File: config.mk
export PLATFORM = sky130hd
export DESIGN_NAME = latch_flat
export DESIGN_NICKNAME = d
export VERILOG_FILES = /design/src/rtl/latch_if.sv /design/src/rtl/latch.sv /design/src/flat_wrapper.sv
export SDC_FILE = /design/constraint.sdc
export NUM_CORES = 1
export LEC_CHECK = 0
export ABC_CLOCK_PERIOD_IN_PS = 800
export BUFFER_PORTS_ARGS = -buffer_cell sky130_fd_sc_hd__clkbuf_2
export CAP_MARGIN = 15
export CORE_AREA = 2 2 39 41
export DETAILED_ROUTE_END_ITERATION = 12
export DIE_AREA = 0 0 41 43
export GPL_TIMING_DRIVEN = 0
export SYNTH_ARGS = -nofsm -noshare
export SYNTH_HDL_FRONTEND = slang
export SYNTH_SLANG_ARGS = --single-unit
File: constraint.sdc
create_clock -name clk -period 0.8 [get_ports clk]
set_input_delay 0.08 -clock clk [delete_from_list [all_inputs] [get_ports clk]]
set_output_delay 0.08 -clock clk [all_outputs]
set_load 0.03 [all_outputs]
File: src/rtl/latch_if.sv
// Latch datapath bundle: controls and data toward the latch, q (and optional q_changed) back.
// q_changed exists only when LATCH_CHANGE_FLAG_EN is defined.
interface latch_if #(
    parameter int LAT_WIDTH = 4
);
    logic                 Aclr;
    logic                 Aset;
    logic                 gate;
    logic [LAT_WIDTH-1:0] data;
    logic [LAT_WIDTH-1:0] q;
`ifdef LATCH_CHANGE_FLAG_EN
    logic                 q_changed;
`endif

`ifdef LATCH_CHANGE_FLAG_EN
    modport master (output Aclr, Aset, gate, data, input q, q_changed);
    modport slave  (input Aclr, Aset, gate, data, output q, q_changed);
`else
    modport master (output Aclr, Aset, gate, data, input q);
    modport slave  (input Aclr, Aset, gate, data, output q);
`endif
endinterface

File: src/rtl/latch.sv
// latch: LAT_WIDTH-bit transparent latch, held state kept in a clk register (no latch primitive).
// Latency: Aclr/Aset/gate/data reach q combinationally; hold_q follows one clk edge later.
// Backpressure: none, always accepts. Macro LATCH_CHANGE_FLAG_EN adds registered q_changed.
module latch #(
    parameter int                   LAT_WIDTH  = 4,
    parameter logic [LAT_WIDTH-1:0] ASET_VALUE = {LAT_WIDTH{1'b1}}
) (
    input  logic   clk,
    input  logic   rst_n,
    latch_if.slave lif
);

    logic [LAT_WIDTH-1:0] hold_q;
    logic [LAT_WIDTH-1:0] hold_nxt;

    // Same priority feeds both the register and the output, so q is simply the next state.
    always_comb begin
        hold_nxt = hold_q;
        if (lif.Aclr) begin
            hold_nxt = '0;
        end else if (lif.Aset) begin
            hold_nxt = ASET_VALUE;
        end else if (lif.gate) begin
            hold_nxt = lif.data;
        end
    end

    always_ff @(posedge clk or negedge rst_n) begin
        if (!rst_n) begin
            hold_q <= '0;
        end else begin
            hold_q <= hold_nxt;
        end
    end

    assign lif.q = rst_n ? hold_nxt : '0;

`ifdef LATCH_CHANGE_FLAG_EN
    logic q_changed_r;

    always_ff @(posedge clk or negedge rst_n) begin
        if (!rst_n) begin
            q_changed_r <= 1'b0;
        end else begin
            q_changed_r <= (hold_nxt != hold_q);
        end
    end

    assign lif.q_changed = q_changed_r;
`endif

endmodule

File: src/flat_wrapper.sv
// flat-port wrapper written by rule: the top's interface ports become plain ports
module latch_flat 
#(
    parameter int                   LAT_WIDTH  = 4,
    parameter logic [LAT_WIDTH-1:0] ASET_VALUE = {LAT_WIDTH{1'b1}}
)
  (clk, rst_n, lif_Aclr, lif_Aset, lif_gate, lif_data, lif_q);
  latch_if #(.LAT_WIDTH(LAT_WIDTH)) lif_i ();
  input  logic clk;
  input  logic rst_n;
  input wire logic [$bits(lif_i.Aclr)-1:0] lif_Aclr;
  input wire logic [$bits(lif_i.Aset)-1:0] lif_Aset;
  input wire logic [$bits(lif_i.gate)-1:0] lif_gate;
  input wire logic [$bits(lif_i.data)-1:0] lif_data;
  output wire logic [$bits(lif_i.q)-1:0] lif_q;
  assign lif_i.Aclr = lif_Aclr;
  assign lif_i.Aset = lif_Aset;
  assign lif_i.gate = lif_gate;
  assign lif_i.data = lif_data;
  assign lif_q = lif_i.q;
  latch #(.LAT_WIDTH(LAT_WIDTH), .ASET_VALUE(ASET_VALUE)) u_core (.clk(clk), .rst_n(rst_n), .lif(lif_i));
endmodule
* Yosys cells after proc, flatten, opt, wreduce, memory -nomap -nowiden *
Index checks and enable logic that the tools add are counted.

operators by class
  muxes and demuxes = 4

operators with widths
  operator  count
  $mux 4    4

storage, ports and cells
  output and inout port bits = 4
  bits of input ports = 9
  flip-flop bits (word level) = 4
  logic and storage cells = 5

* Logic depth before layout (Yosys ltp) *
  word-level depth = 4
  depth in mapped cells = 3
  depth with buffers taken out = 2

* Worst setup path before layout *
OpenSTA, ideal clock, no wires.

  path kind = reg2out
  start point = reg u_core.hold_q[0]
  end point = out lif_q[0]
  stages on the path, launching flop included = 3
  path slack = -0.166 ns
  data required time = 0.720 ns
  arrival time = 0.886 ns
  cells stage by stage = dfrtp_1 > mux2i_1 > a21oi_1

on the way
  word-level cells in the longest chain between the ends = 4

RTL lines
  element                   line                text
  start: declaration        latch.sv:13         logic [LAT_WIDTH-1:0] hold_q;
  start signal: assignment  latch.sv:32         hold_q <= hold_nxt;
  $mux 4                    latch.sv:23         end else if (lif.gate) begin
  $mux 4                    latch.sv:21         end else if (lif.Aset) begin
  $mux 4                    latch.sv:19         if (lif.Aclr) begin
  $mux 4                    latch.sv:36         assign lif.q = rst_n ? hold_nxt : '0;
  end: declaration          flat_wrapper.sv:15  output wire logic [$bits(lif_i.q)-1:0] lif_q;

Every way passes these cells.

* Final worst setup path *
  start point = reg u_core.hold_q[2]
  end point = out lif_q[2]

The elaborated chain is that of the path after synthesis.

==> results.md <==
* Status: complete, but fails checks
* Violated checks: negative setup slack
* Final min period at 1.12 ns
* Synth unique cells at 6
* Synth Warn # at 0
* Num rows at 14
* Tcrit/Tclk final at 141%
* Hold_sp: lif_Aclr
* Pwr per Cell Area at 1610 nW/µm²
* First-pass GRT wire length at 945 µm
* Share of cells above drive strength 1 at 73.7%
* CTS tree: built
* Synthesized area at between 150 and 200 µm²
* Setup CP Type: flip-flop to output port
* WL/cell at 10.2 µm
* Fin util at 29.0%
* CP top delay family: flip-flops
* Slew headroom at 79.2%
* Beginning of the critical path: u_core.hold_q[2]$_DFF_PN0_
* Post-Syn Nets at 28
* R2R depth at 3
* Synth Instances at 19
* Count of input and output buffers at 11
* Worst-path cell chain: mux2i_2, a21oi_2, clkbuf_8
* Worst path buffer plus inverter count at 1
* Die ar. at approximately 1800 µm²
* Final WS setup at -0.325 ns
* H-tree depth at 1
* Vias per Instance at ~4
* Num CTS Buffers at 3
* Unrepaired setup endpoints after global routing: yes
* Initial DRC count at 0
* Clock sinks at 4
* Max VDD drop at 0.460 mV
* Antenna-violating nets left at 0
* Crit path to: lif_q[2]
* GRT Total Usage at 8.37%
* Worst R2R Setup Slack at -0.10 ns
* Max FFs per register at 4
* Largest net degree at the start of global routing at 9
* Post-Route WL at ~550 µm
* Skew final at 0 ns
* Synth top area share at 51.3%
* Reg2reg end: u_core.hold_q[2]$_DFF_PN0_
* Max-slew violation count at 0
* Crit path arrival time at 1.04 ns
* FF+latch count, synth at 4
* Initial antenna violation count at 0
* Fmax at 889 MHz
* Hold slack at 0.0699 ns
* Leakage power at 0.184 nW
* Nets at 49
* Clk_lat worst skew at roughly 0.23 ns
* Chip Width at 41 µm
* Crit. End Element: output port
* Initial Utilization at between 10% and 20%
* Least-Margin Pin Slew at ~0.31 ns
* P&R area growth vs syn at 106%
* CP Launch Type: flip-flop
* Seq. cell area at approximately 100 µm²
* Crit path max-delay cell type: dfrtp_1
* WP depth at 3
* Maxcap violations at 0
* Clock slew at reported path FFs at 0.03 ns
* Top flop regs: u_core.hold_q x4
* CTS root buffer: clkbuf_4
* DR DRC count at 0
* Core area at 1380 µm²
* Via count at 210
* I/O pin count at 13
* Number of diodes at 0
* Seq/Total Area, Yosys at between 50% and 60%
* WP data required at 0.72 ns
* Vias in the first global route at 232
* Crit Path Max Fanout at 2
* Area of the multi-input gates at approximately 120 µm²
* Reg-to-Reg Start: u_core.hold_q[2]$_DFF_PN0_
* Die Ht at 43 µm
* Cell type with the highest aggregate area in the netlist: dfrtp_1
* Worst Hold Class: primary input to flip-flop
* Drt pass-1 iters at 1
* Final hold vios at 0
* Routability Congestion at 0.556
* # setup viols final at 8
* Ranking of synthesized cells by area: dfrtp_1 51%, a21oi_1 21%, mux2i_1 21%
* Fill count at 143
* CTS max path bufs at 2
* Max stage delay on crit path at 0.37 ns
* Grt ovf at 0
* Register name with the most flops: u_core.hold_q
* Synth Area per Inst at slightly above 10 µm²
## layer usage
metal | track usage, % | wire, µm | up-vias
met4 | 8.00 | 0 | 0
li1 | - | - | 106
met2 | 11.3 | 272 | 8
met3 | 3.14 | 44 | 0
met1 | 9.45 | 236 | 96
met5 | 0 | 0 | -
## Yosys cell counts, drive strengths merged
| cell | n |
|---|---|
| inv | 1 |
| clkbuf | 1 |
| nand2b | 1 |
| mux2i | 4 |
| a21oi | 8 |
| dfrtp | 4 |
## worst register-to-register path: stages, from the launching register on
cell and delay [ns]:
dfrtp_1 0.37, mux2i_2 0.20, buf_4 0.15, a21oi_1 0.06
## power breakdown
| group | switching [W] | internal, W | total (W) |
|---|---|---|---|
| sequential | 0.00000659 | 0.000218 | 0.000225 |
| combinational | 0.0000869 | 0.0000927 | 0.000180 |
| clock | 0.0000744 | 0.000167 | 0.000242 |
| total | 0.000168 | 0.000478 | 0.000646 |
## worst min path at each step
stage	end	slack, ns	cells after the start
floorplan	u_core.hold_q[0]$_DFF_PN0_	-0.22	0
global route	u_core.hold_q[0]$_DFF_PN0_	0.08	2
detailed placement	u_core.hold_q[2]$_DFF_PN0_	-0.10	1
global placement	u_core.hold_q[0]$_DFF_PN0_	-0.10	1
CTS	u_core.hold_q[3]$_DFF_PN0_	0.06	2
finish	u_core.hold_q[0]$_DFF_PN0_	0.07	2
## kinds of logic after synthesis
family                 share of synthesized area, %
multiplexers                                   20.5
flip-flops                                     51.3
buffers and inverters                          4.48
AND/OR/NAND/NOR                                3.21
AO/OA/AOI/OAI                                  20.5
## area by class of cell
type	instances	area share, %
Inverter	1	0.935
Clock buffer	3	5.61
Tap cell	16	4.98
Multi-Input combinational cell	13	29.9
Sequential cell	4	24.9
Buffer	1	1.25
Timing Repair Buffer	16	32.4
## placed cells by master, fill, tap and decap left out
master / instances
inv_1: 1
clkbuf_2: 8
a21oi_1: 3
dlygate4sd3_1: 1
clkbuf_8: 4
nand2b_1: 1
mux2i_2: 4
buf_4: 4
a21oi_2: 5
dfrtp_1: 4
clkbuf_4: 3
## metrics by stage
| stage | setup slack, ns | total power (W) | area (µm²) | setup TNS, ns | instances |
|---|---|---|---|---|---|
| floorplan | 0.000849 | 0.000299 | 210 | 0 | 19 |
| finish | -0.325 | 0.000646 | 402 | -1.57 | 54 |
| global placement | -0.0882 | 0.000339 | 285 | -0.332 | 46 |
| detailed placement | -0.103 | 0.000341 | 285 | -0.372 | 46 |
| global route | -0.360 | 0.000682 | 402 | -1.87 | 54 |
| CTS | -0.320 | 0.000668 | 409 | -1.74 | 56 |
## timing repair
item / in CTS / in global routing
hold buffers: 1 / 0
endpoints found under the hold margin: 4 / 0
buffers inserted: 6 / 1
resized for setup: 11 / 2
pin swaps: 1 / 3
gates cloned: 0 / 0
endpoints found under the setup margin: 6 / 8
Power figures use the tool's default switching activity.
